==> config.mk <==
export PLATFORM = sky130hd
export DESIGN_NAME = register_file_sb
export DESIGN_NICKNAME = d
export VERILOG_FILES = /design/src/rtl/cpu_configuration_pkg.sv /design/src/rtl/regfile_scoreboard.sv /design/src/rtl/register_file_sb.sv
export SDC_FILE = /design/constraint.sdc
export NUM_CORES = 2
export LEC_CHECK = 0
export BUFFER_PORTS_ARGS = -buffer_cell sky130_fd_sc_hd__clkbuf_2
export CORE_MARGIN = 1.5
export CORE_UTILIZATION = 35
export DETAILED_ROUTE_END_ITERATION = 10
export SLEW_MARGIN = 20
export SYNTH_ARGS = -nofsm -noshare
export SYNTH_HDL_FRONTEND = slang
export SYNTH_SLANG_ARGS = --single-unit
==> constraint.sdc <==
create_clock -name clk -period 86.7 [get_ports clk]
set_input_delay 4.335 -clock clk [delete_from_list [all_inputs] [get_ports clk]]
set_output_delay 4.335 -clock clk [all_outputs]
set_load 0.1 [all_outputs]
==> src/rtl/cpu_configuration_pkg.sv <==
// Shared CPU configuration: default datapath width, architectural register count
// and the register-address type derived from them.
package cpu_configuration;

    localparam int XLEN_DEF  = 32;
    localparam int NREGS_DEF = 32;
    localparam int AW_DEF    = $clog2(NREGS_DEF);

    typedef logic [AW_DEF-1:0] reg_addr_t;

endpackage

==> src/rtl/regfile_scoreboard.sv <==
// Per-register pending bits. An issue marks the destination pending and a write
// retires it. Reads see the state after write-clear but before issue-set.
module regfile_scoreboard
    import cpu_configuration::*;
#(
    parameter  int NREGS = NREGS_DEF,
    parameter  int NWR   = 2,
    parameter  int NRD   = 2,
    localparam int AW    = $clog2(NREGS)
) (
    input  logic                    clk,
    input  logic                    rst,
    input  logic [NWR-1:0]          i_wr_valid,
    input  logic [NWR-1:0][AW-1:0]  i_wr_ad,
    input  logic                    i_iss_valid,
    input  logic [AW-1:0]           i_iss_ad,
    input  logic                    i_flush,
    input  logic [NRD-1:0][AW-1:0]  i_rd_ad,
    output logic [NRD-1:0]          o_rd_rdy
);

    localparam logic [AW:0] LIMIT = (AW+1)'(NREGS);

    logic [NREGS-1:0] r_pend;
    logic [NREGS-1:0] w_clr;
    logic [NREGS-1:0] w_set;
    logic [NREGS-1:0] w_mid;

    function automatic logic in_range(input logic [AW-1:0] ad);
        return {1'b0, ad} < LIMIT;
    endfunction

    // Register 0 is never marked, so it always reads as ready.
    always_comb begin
        w_clr = '0;
        w_set = '0;
        for (int p = 0; p < NWR; p++) begin
            if (i_wr_valid[p] && in_range(i_wr_ad[p])) begin
                w_clr[i_wr_ad[p]] = 1'b1;
            end
        end
        if (i_iss_valid && in_range(i_iss_ad) && (i_iss_ad != '0)) begin
            w_set[i_iss_ad] = 1'b1;
        end
    end

    assign w_mid = r_pend & ~w_clr;

    always_comb begin
        o_rd_rdy = '1;
        for (int i = 0; i < NRD; i++) begin
            if (in_range(i_rd_ad[i])) begin
                o_rd_rdy[i] = ~w_mid[i_rd_ad[i]];
            end
        end
    end

    // Setting after clearing lets a same-cycle issue win over the retiring write.
    always_ff @(posedge clk or posedge rst) begin
        if (rst) begin
            r_pend <= '0;
        end else if (i_flush) begin
            r_pend <= '0;
        end else begin
            r_pend <= w_mid | w_set;
        end
    end

endmodule

==> src/rtl/register_file_sb.sv <==
// Multi-ported register file with write-to-read bypass, registered read outputs
// and a scoreboard reporting whether the read register has an outstanding producer.
module register_file_sb
    import cpu_configuration::*;
#(
    parameter  int XLEN  = XLEN_DEF,
    parameter  int NREGS = NREGS_DEF,
    parameter  int NRD   = 2,
    parameter  int NWR   = 2,
    localparam int AW    = $clog2(NREGS)
) (
    input  logic                     clk,
    input  logic                     rst,
    input  logic [NWR-1:0]           w_valid,
    input  logic [NWR-1:0][AW-1:0]   w_ad,
    input  logic [NWR-1:0][XLEN-1:0] w_data,
    input  logic [NRD-1:0]           r_valid,
    input  logic [NRD-1:0][AW-1:0]   r_ad,
    output logic [NRD-1:0][XLEN-1:0] r_data,
    output logic [NRD-1:0]           r_ack,
    output logic [NRD-1:0]           r_rdy,
    input  logic                     iss_valid,
    input  logic [AW-1:0]            iss_ad,
    input  logic                     flush
);

    localparam logic [AW:0] LIMIT = (AW+1)'(NREGS);

    logic [XLEN-1:0]           r_regs [NREGS];
    logic [NRD-1:0][XLEN-1:0]  w_rd_val;
    logic [NRD-1:0]            w_sb_rdy;

    function automatic logic in_range(input logic [AW-1:0] ad);
        return {1'b0, ad} < LIMIT;
    endfunction

    regfile_scoreboard #(
        .NREGS (NREGS),
        .NWR   (NWR),
        .NRD   (NRD)
    ) u_scoreboard (
        .clk         (clk),
        .rst         (rst),
        .i_wr_valid  (w_valid),
        .i_wr_ad     (w_ad),
        .i_iss_valid (iss_valid),
        .i_iss_ad    (iss_ad),
        .i_flush     (flush),
        .i_rd_ad     (r_ad),
        .o_rd_rdy    (w_sb_rdy)
    );

    // Later ports are assigned last, so the highest-indexed port wins a collision.
    always_ff @(posedge clk or posedge rst) begin
        if (rst) begin
            for (int n = 0; n < NREGS; n++) begin
                r_regs[n] <= '0;
            end
        end else begin
            for (int p = 0; p < NWR; p++) begin
                if (w_valid[p] && in_range(w_ad[p]) && (w_ad[p] != '0)) begin
                    r_regs[w_ad[p]] <= w_data[p];
                end
            end
        end
    end

    // Bypass uses the same port priority as the storage update.
    always_comb begin
        w_rd_val = '0;
        for (int i = 0; i < NRD; i++) begin
            if (in_range(r_ad[i]) && (r_ad[i] != '0)) begin
                w_rd_val[i] = r_regs[r_ad[i]];
                for (int p = 0; p < NWR; p++) begin
                    if (w_valid[p] && (w_ad[p] == r_ad[i])) begin
                        w_rd_val[i] = w_data[p];
                    end
                end
            end
        end
    end

    always_ff @(posedge clk or posedge rst) begin
        if (rst) begin
            r_data <= '0;
            r_rdy  <= '0;
            r_ack  <= '0;
        end else begin
            r_ack <= r_valid;
            for (int i = 0; i < NRD; i++) begin
                if (r_valid[i]) begin
                    r_data[i] <= w_rd_val[i];
                    r_rdy[i]  <= w_sb_rdy[i];
                end
            end
        end
    end

endmodule

**After elaboration in Yosys (flattened, before gate mapping)**

Cells that the tools add are included.
Widths: inputs -> output; s select.

- Magnitude comparators: 14
- Equality and inequality tests: 4
- Muxes and demuxes: 34
- Bitwise gates (word level): 10
- Reductions and logical operators: 17

Operators by type and width:

| operator | count |
|---|---|
| $bwmux 1024 | 2 |
| $mux 1024 | 2 |
| $mux 32 | 16 |
| $bmux 32 s5 | 2 |
| $demux 32 s5 | 2 |
| $or 32x32->32 | 2 |
| $and 32x32->32 | 1 |
| $not 32->32 | 1 |
| $lt 5x6->1 const B | 5 |
| $reduce_bool 5->1 | 5 |
| $ge 6x6->1 const B | 4 |
| $not 5->6 | 4 |
| $eq 5x5->1 | 4 |
| $demux 1 s5 | 3 |
| $ge 5x1->1 const B | 3 |
| $logic_and 1x1->1 | 12 |
| $lt 6x1->1 const B | 2 |
| $bmux 1 s5 | 2 |
| $mux 1 | 5 |
| $not 1->1 | 2 |

- Register bits after elaboration: 1,124
- Bits of input ports: 97
- Output and inout port bits: 68
- Logic and storage cells: 117

**Longest topological paths before layout**

- Word-level depth: 12
- Gate-level depth with buffers: 12
- Mapped depth without buffers: 7

**Modules after synthesis**

Synthesis repeated with hierarchy kept, for this count alone.

- Cells, all modules: 6,508
- Area total of the unflattened synthesis: 68,553.2 um2

By module, submodules not included:

| module | instances | cells each | area an instance (um2) | sequential area each (um2) |
|---|---|---|---|---|
| register_file_sb | 1 | 6,230 | 66,223.5 | 27,326.2 |
| regfile_scoreboard | 1 | 278 | 2,329.7 | 800.8 |

**Least setup slack after synthesis**

Ideal clock, no wire load.

- Path kind: input port to flip-flop
- Start point: in r_ad[6] (netlist name)
- End point: reg r_data[38] (netlist name)
- Library setup time: 126 ps
- Arrival time: 6,292 ps
- Data required time: 86,574 ps
- Path slack: 80,282 ps
- Cell stages on the path: 8
- Path buffers: 3
- Path through: clkbuf_1 -> buf_2 -> clkbuf_1 -> mux4_2 -> mux4_2 -> a21oi_1 -> a21oi_1 -> a221o_1

- Cells in the longest elaborated chain, start to end: 7
- Elaborated cells on any way between the ends: 12
- Those cells by class: eq/ne: 2; mux: 6; bitwise: 1; reduce/logical: 3

Ends and longest elaborated chain:

| what | RTL line | RTL |
|---|---|---|
| start, declared | register_file_sb.sv:18 | `input logic [NRD-1:0][AW-1:0] r_ad,` |
| $not 5->6 (implied by the code) | register_file_sb.sv:73 | `w_rd_val[i] = r_regs[r_ad[i]];` |
| $bmux 32 s5 | register_file_sb.sv:73 |  |
| $mux 32 (implied by the code) (2 in series) | register_file_sb.sv:73 |  |
| $mux 32 (2 in series) | register_file_sb.sv:75 | `if (w_valid[p] && (w_ad[p] == r_ad[i])) begin` |
| $mux 32 (*) | register_file_sb.sv:72 | `if (in_range(r_ad[i]) && (r_ad[i] != '0)) begin` |
| end signal, assigned by index | register_file_sb.sv:92 | `r_data[i] <= w_rd_val[i];` |
| end, declared | register_file_sb.sv:19 | `output logic [NRD-1:0][XLEN-1:0] r_data,` |

Mark *: on every way between the ends. The rest lies on a longest branch, timed or not. The select of a mux whose other input is x is not followed.
A chain may end at the register's enable or synchronous reset.

**Final worst setup path**

- Start point: in r_ad[0] (netlist name)
- End point: reg r_data[10] (netlist name)

The elaborated chain is that of the path after synthesis.

==> Flow_metrics.wiki <==
{| class="wikitable"
! Metric !! Value
|-
| Path category of the worst min-delay check || reg2reg
|-
| RePlAce Congestion || just under 1
|-
| Die outline height || about 450 um
|-
| Clock-pin slew of the registers on the worst-case setup and hold paths || 0.06 ns
|-
| Synthesized-area fraction occupied by ao, oa, aoi and oai cells || 0.1900
|-
| Number of buffers on the longest clock path || 3
|-
| Boundary pin count || roughly 170
|-
| Deepest level of the CTS H-tree || 3
|-
| Final Cycle Share || 0.09884
|-
| Fraction of power consumed by the clock network || 0.309
|-
| Fillers || around 19000
|-
| Vias in the first global route || roughly 60000
|-
| CP cell instances || buf_8 -> buf_4 -> buf_4 -> buf_4 -> mux4_2 -> o22ai_1 -> nor3_1 -> a21oi_1 -> a211oi_1 -> a221o_1
|-
| Yosys reg bits || 1124
|-
| Hold path start || r_regs[998]
|-
| Detailed placer's ending HPWL || between 150000 and 200000 um
|-
| Wire length of the first global-routing pass || 474900 um
|-
| Count of pins over their slew limit || 0
|-
| Fraction of registers with async set or reset after synthesis || 1.000
|-
| Dpl ws || approximately 77 ns
|-
| Die footprint || roughly 0.20 mm2
|-
| Cell count of the worst reg-to-reg path || 5
|-
| Worst-case headroom to the max-slew limit || 0.1215
|-
| Count of synthesis-stage warnings from yosys || 0
|-
| Post-Synth XOR/XNOR Area || 0.002555
|-
| Slowest stage cell on the critical path || buf_4
|-
| Highest clock rate || around 0.12 GHz
|-
| Buffer count from post-CTS setup fixing || 0
|-
| Clock Tree Root || clkbuf_16
|-
| Clock tree from TritonCTS || done
|-
| Total wire length || 343700 um
|-
| Setup violators final || 0
|-
| Setup Crit Path Kind || in2reg
|-
| Vias per cell || between 6 and 7
|-
| Number of nets still failing antenna checks after routing || 0
|-
| Data arrival, critical path || 9.21 ns
|-
| Kind of launch point of the worst setup path || primary input
|-
| Met3 WL post-DR || approximately 50000 um
|-
| Fin. Hold Viols || 0
|-
| Number of buffers inserted during clock tree synthesis || 120
|-
| Number of enable-type register cells in the synthesized netlist || 0
|-
| Maximum vdd ir drop || around 16 uV
|-
| Latest clock arrival within the worst-skew pair || 0.78 ns
|-
| TritonCTS sink count || between 1000 and 1500
|-
| Reg-to-reg critical path startpoint || r_regs[926]
|-
| Endpoint with the worst hold slack || r_regs[998]
|-
| Post-detailed-route DRC marker count || 0
|-
| DR iter-0 viols || around 11000
|-
| Pin count of the biggest net entering global routing || between 100 and 150
|-
| Mapped Cells || between 7000 and 8000
|-
| Post-synth net total || about 7400
|-
| Worst-case hold slack || approximately 0.40 ns
|-
| Minimum clock period after layout || 8.569 ns
|-
| Setup repair after global routing missed its margin || false
|-
| Layout cells sized above 1 || 0.1381
|-
| Site row count || 162
|-
| Sw Ratio || 0.3476
|-
| Leak Pwr || between 30 and 40 nW
|-
| Global Route Usage Sum || 0.3361
|-
| Main flop type after synthesis || dfrtp_1
|-
| Initial antenna violation count || 40
|-
| Wirelength per Cell || 35.79 um
|-
| Area overhead of the layout relative to synthesis || 9.598%
|-
| Reg power frac || 0.424
|-
| Flop-to-flop setup slack || between 80 and 90 ns
|-
| Effective utilization at floorplan || 0.3520
|-
| Hold Path Stages || 0
|-
| Crit path top cell by count || buf_4
|-
| Horizontal extent of the die || about 450 um
|-
| Post-route total power || about 1.8 mW
|-
| Ratio of total power to cell area || 24.15 mW/mm2
|-
| Largest fanout of any net on the critical path || 84
|-
| Dominant combinational cell family by area after synthesis || multiplexers
|-
| Net switching power of the design || 630.8 uW
|-
| Cells resized by post-CTS repair || 0
|-
| Run status || finished clean
|-
| Setup TNS || 0 ns
|-
| Part of the total power dissipated in combinational logic || 0.267
|-
| Count of buffers inserted at the top-level ports || about 160
|-
| Top routing layer in use || met5
|-
| Worst Slack Setup Final || around 78 ns
|-
| Wire length on met1 || between 100000 and 150000 um
|-
| Layout Cells excl Fill || around 9600
|-
| Core region area || roughly 0.2 mm2
|-
| Part of the Yosys area used for sequential elements || 0.4102
|-
| Hold buffers post-CTS || 0
|-
| Category of the worst setup path capture point || flip-flop
|-
| Synthesized-area fraction occupied by adder cells || 0
|-
| Synthesized area divided by synthesized cell count || around 9.3 um2
|-
| Reg2reg end || r_data[62]
|-
| Overflow left after global routing || 0
|-
| Clock Skews || ~0.030 ns
|-
| Detailed Routing Iterations Pass 1 || 9
|-
| Detailed route wirelength on metal2 || 142500 um
|-
| Cell-internal power || 1.184 mW
|-
| Syn Std Cell Area || between 0.06 and 0.07 mm2
|-
| Max-cap violations || 0
|-
| Crit path buf inv count || 4
|-
| Simple-gate area share of the yosys netlist || 0.1184
|-
| Final-stage net count || roughly 6900
|-
| Detailed-route via count || approximately 65000
|-
| Data required, critical path || 87.34 ns
|-
| Longest individual stage delay on the worst path || a little over 0.9 ns
|-
| Count of placed standard cells including taps || between 9000 and 10000
|-
| Unique cell type count in the Yosys netlist || a little over 70
|-
| Multiplexer share of the synthesized area || 0.2231
|-
| Family with the most delay on the worst path || buffers and inverters
|-
| Worst Max-Slew Pin Slew || roughly 1.3 ns
|}
-- cell usage after synthesis, types with 5 or more instances --
cell	instances	area (um2)
inv_1	7	26.28
and4b_1	5	50.05
clkbuf_2	16	80.08
buf_2	113	565.5
o21ai_1	107	535.5
nor4_1	6	37.54
nor2b_1	11	68.82
a32oi_1	18	157.7
nand2b_1	12	75.07
clkbuf_1	686	2575
a31oi_1	211	1320
nor3_1	69	345.3
mux2i_1	803	8038
o22ai_1	162	1013
a21oi_1	704	3523
a221oi_1	32	280.3
a221o_1	63	630.6
nand3b_1	7	52.55
buf_4	22	165.2
nand3_1	23	115.1
o21ai_0	293	1466
a211oi_1	69	518.0
nand4_1	9	56.30
buf_1	81	304.0
or2_1	10	62.56
dfrtp_1	1124	28130
and3_1	6	37.54
a22oi_1	287	2155
and2_1	21	131.4
buf_6	7	78.83
nor2_1	944	3543
or2_2	6	37.54
mux4_2	321	7229
o221ai_1	138	1209
xor2_1	16	140.1
nand2_1	866	3251
-- how the worst max path moves through the flow --
| stage | from | endpoint | cells past startpoint |
|---|---|---|---|
| floorplan | rst | r_ack[0] | 1 |
| global placement | r_ad[0] | r_data[10] | 10 |
| detailed placement | r_ad[0] | r_data[17] | 10 |
| CTS | r_ad[0] | r_data[10] | 10 |
| global route | r_ad[0] | r_data[8] | 10 |
| finish | r_ad[0] | r_data[10] | 10 |
-- cells in the final DEF (no fill, tap or decap), types with 10 or more instances in the layout --
cell type / count
clkbuf_2: 154
bufinv_16: 10
diode_2: 28
o22ai_1: 162
a32oi_1: 18
nor2_4: 32
mux2i_1: 803
nand3_1: 21
nand2_1: 822
a211oi_1: 69
o221ai_1: 138
a31oi_1: 210
clkbuf_16: 122
dfrtp_1: 1124
o21ai_1: 107
a22oi_1: 287
mux4_2: 321
nand2_2: 14
a221oi_1: 32
nor2_1: 903
o21ai_0: 293
a21oi_1: 703
clkbuf_8: 39
clkbuf_1: 18
nand2_4: 31
and2_1: 20
xor2_1: 16
a221o_1: 63
buf_4: 138
clkinv_2: 23
nor2b_1: 10
nor3_1: 66
-- stage by stage --
stage                       util  area [um2]
after detailed placement  0.3632       70750
after global routing      0.3855       75100
after global placement    0.3630       70700
final                     0.3858       75150
after CTS                 0.3846       74920
after floorplan                -       68570
-- logic make-up after synthesis --
kind of cell              after synthesis
AOI/OAI and AO/OA                    2109
and+or+nand+nor                      2023
muxes                                1127
DFF                                  1124
buffers and inverters                 939
xor gates and xnor gates               20
-- power by group through the flow --
stage | clock (mW) | sequential [mW] | combinational [mW]
3_3_place_gp | 0 | 0.762 | 0.462
4_1_cts | 0.557 | 0.760 | 0.474
6_report | 0.560 | 0.770 | 0.485
5_1_grt | 0.579 | 0.780 | 0.515
3_5_place_dp | 0 | 0.769 | 0.474
2_1_floorplan | 0 | 0.783 | 0.323
-- registers in the layout, summed over array words and instances (netlist names) --
| name | cells |
|---|---|
| r_ack | 2 |
| r_data | 64 |
| r_rdy | 2 |
| r_regs | 1024 |
| u_scoreboard.r_pend | 32 |
-- layer usage --
layer  vias up  global-route usage
li1      25800                   -
met1     31610              0.3936
met2      5825              0.4792
met3      1787              0.1306
met4        46              0.2895
met5         -            0.003175
-- area by class of cell --
cell class | count | area, um2 | area share
Tap cell | 2624 | 3283 | 0.04369
Timing Repair Buffer | 311 | 2180 | 0.02900
Inverter | 13 | 58.81 | 0.0007825
Antenna cell | 28 | 70.07 | 0.0009324
Clock buffer | 177 | 3630 | 0.04830
Clock inverter | 47 | 538.0 | 0.007159
Multi-Input combinational cell | 5279 | 37260 | 0.4959
Sequential cell | 1124 | 28130 | 0.3743
Note: power is estimated with default switching activity, not from simulation.
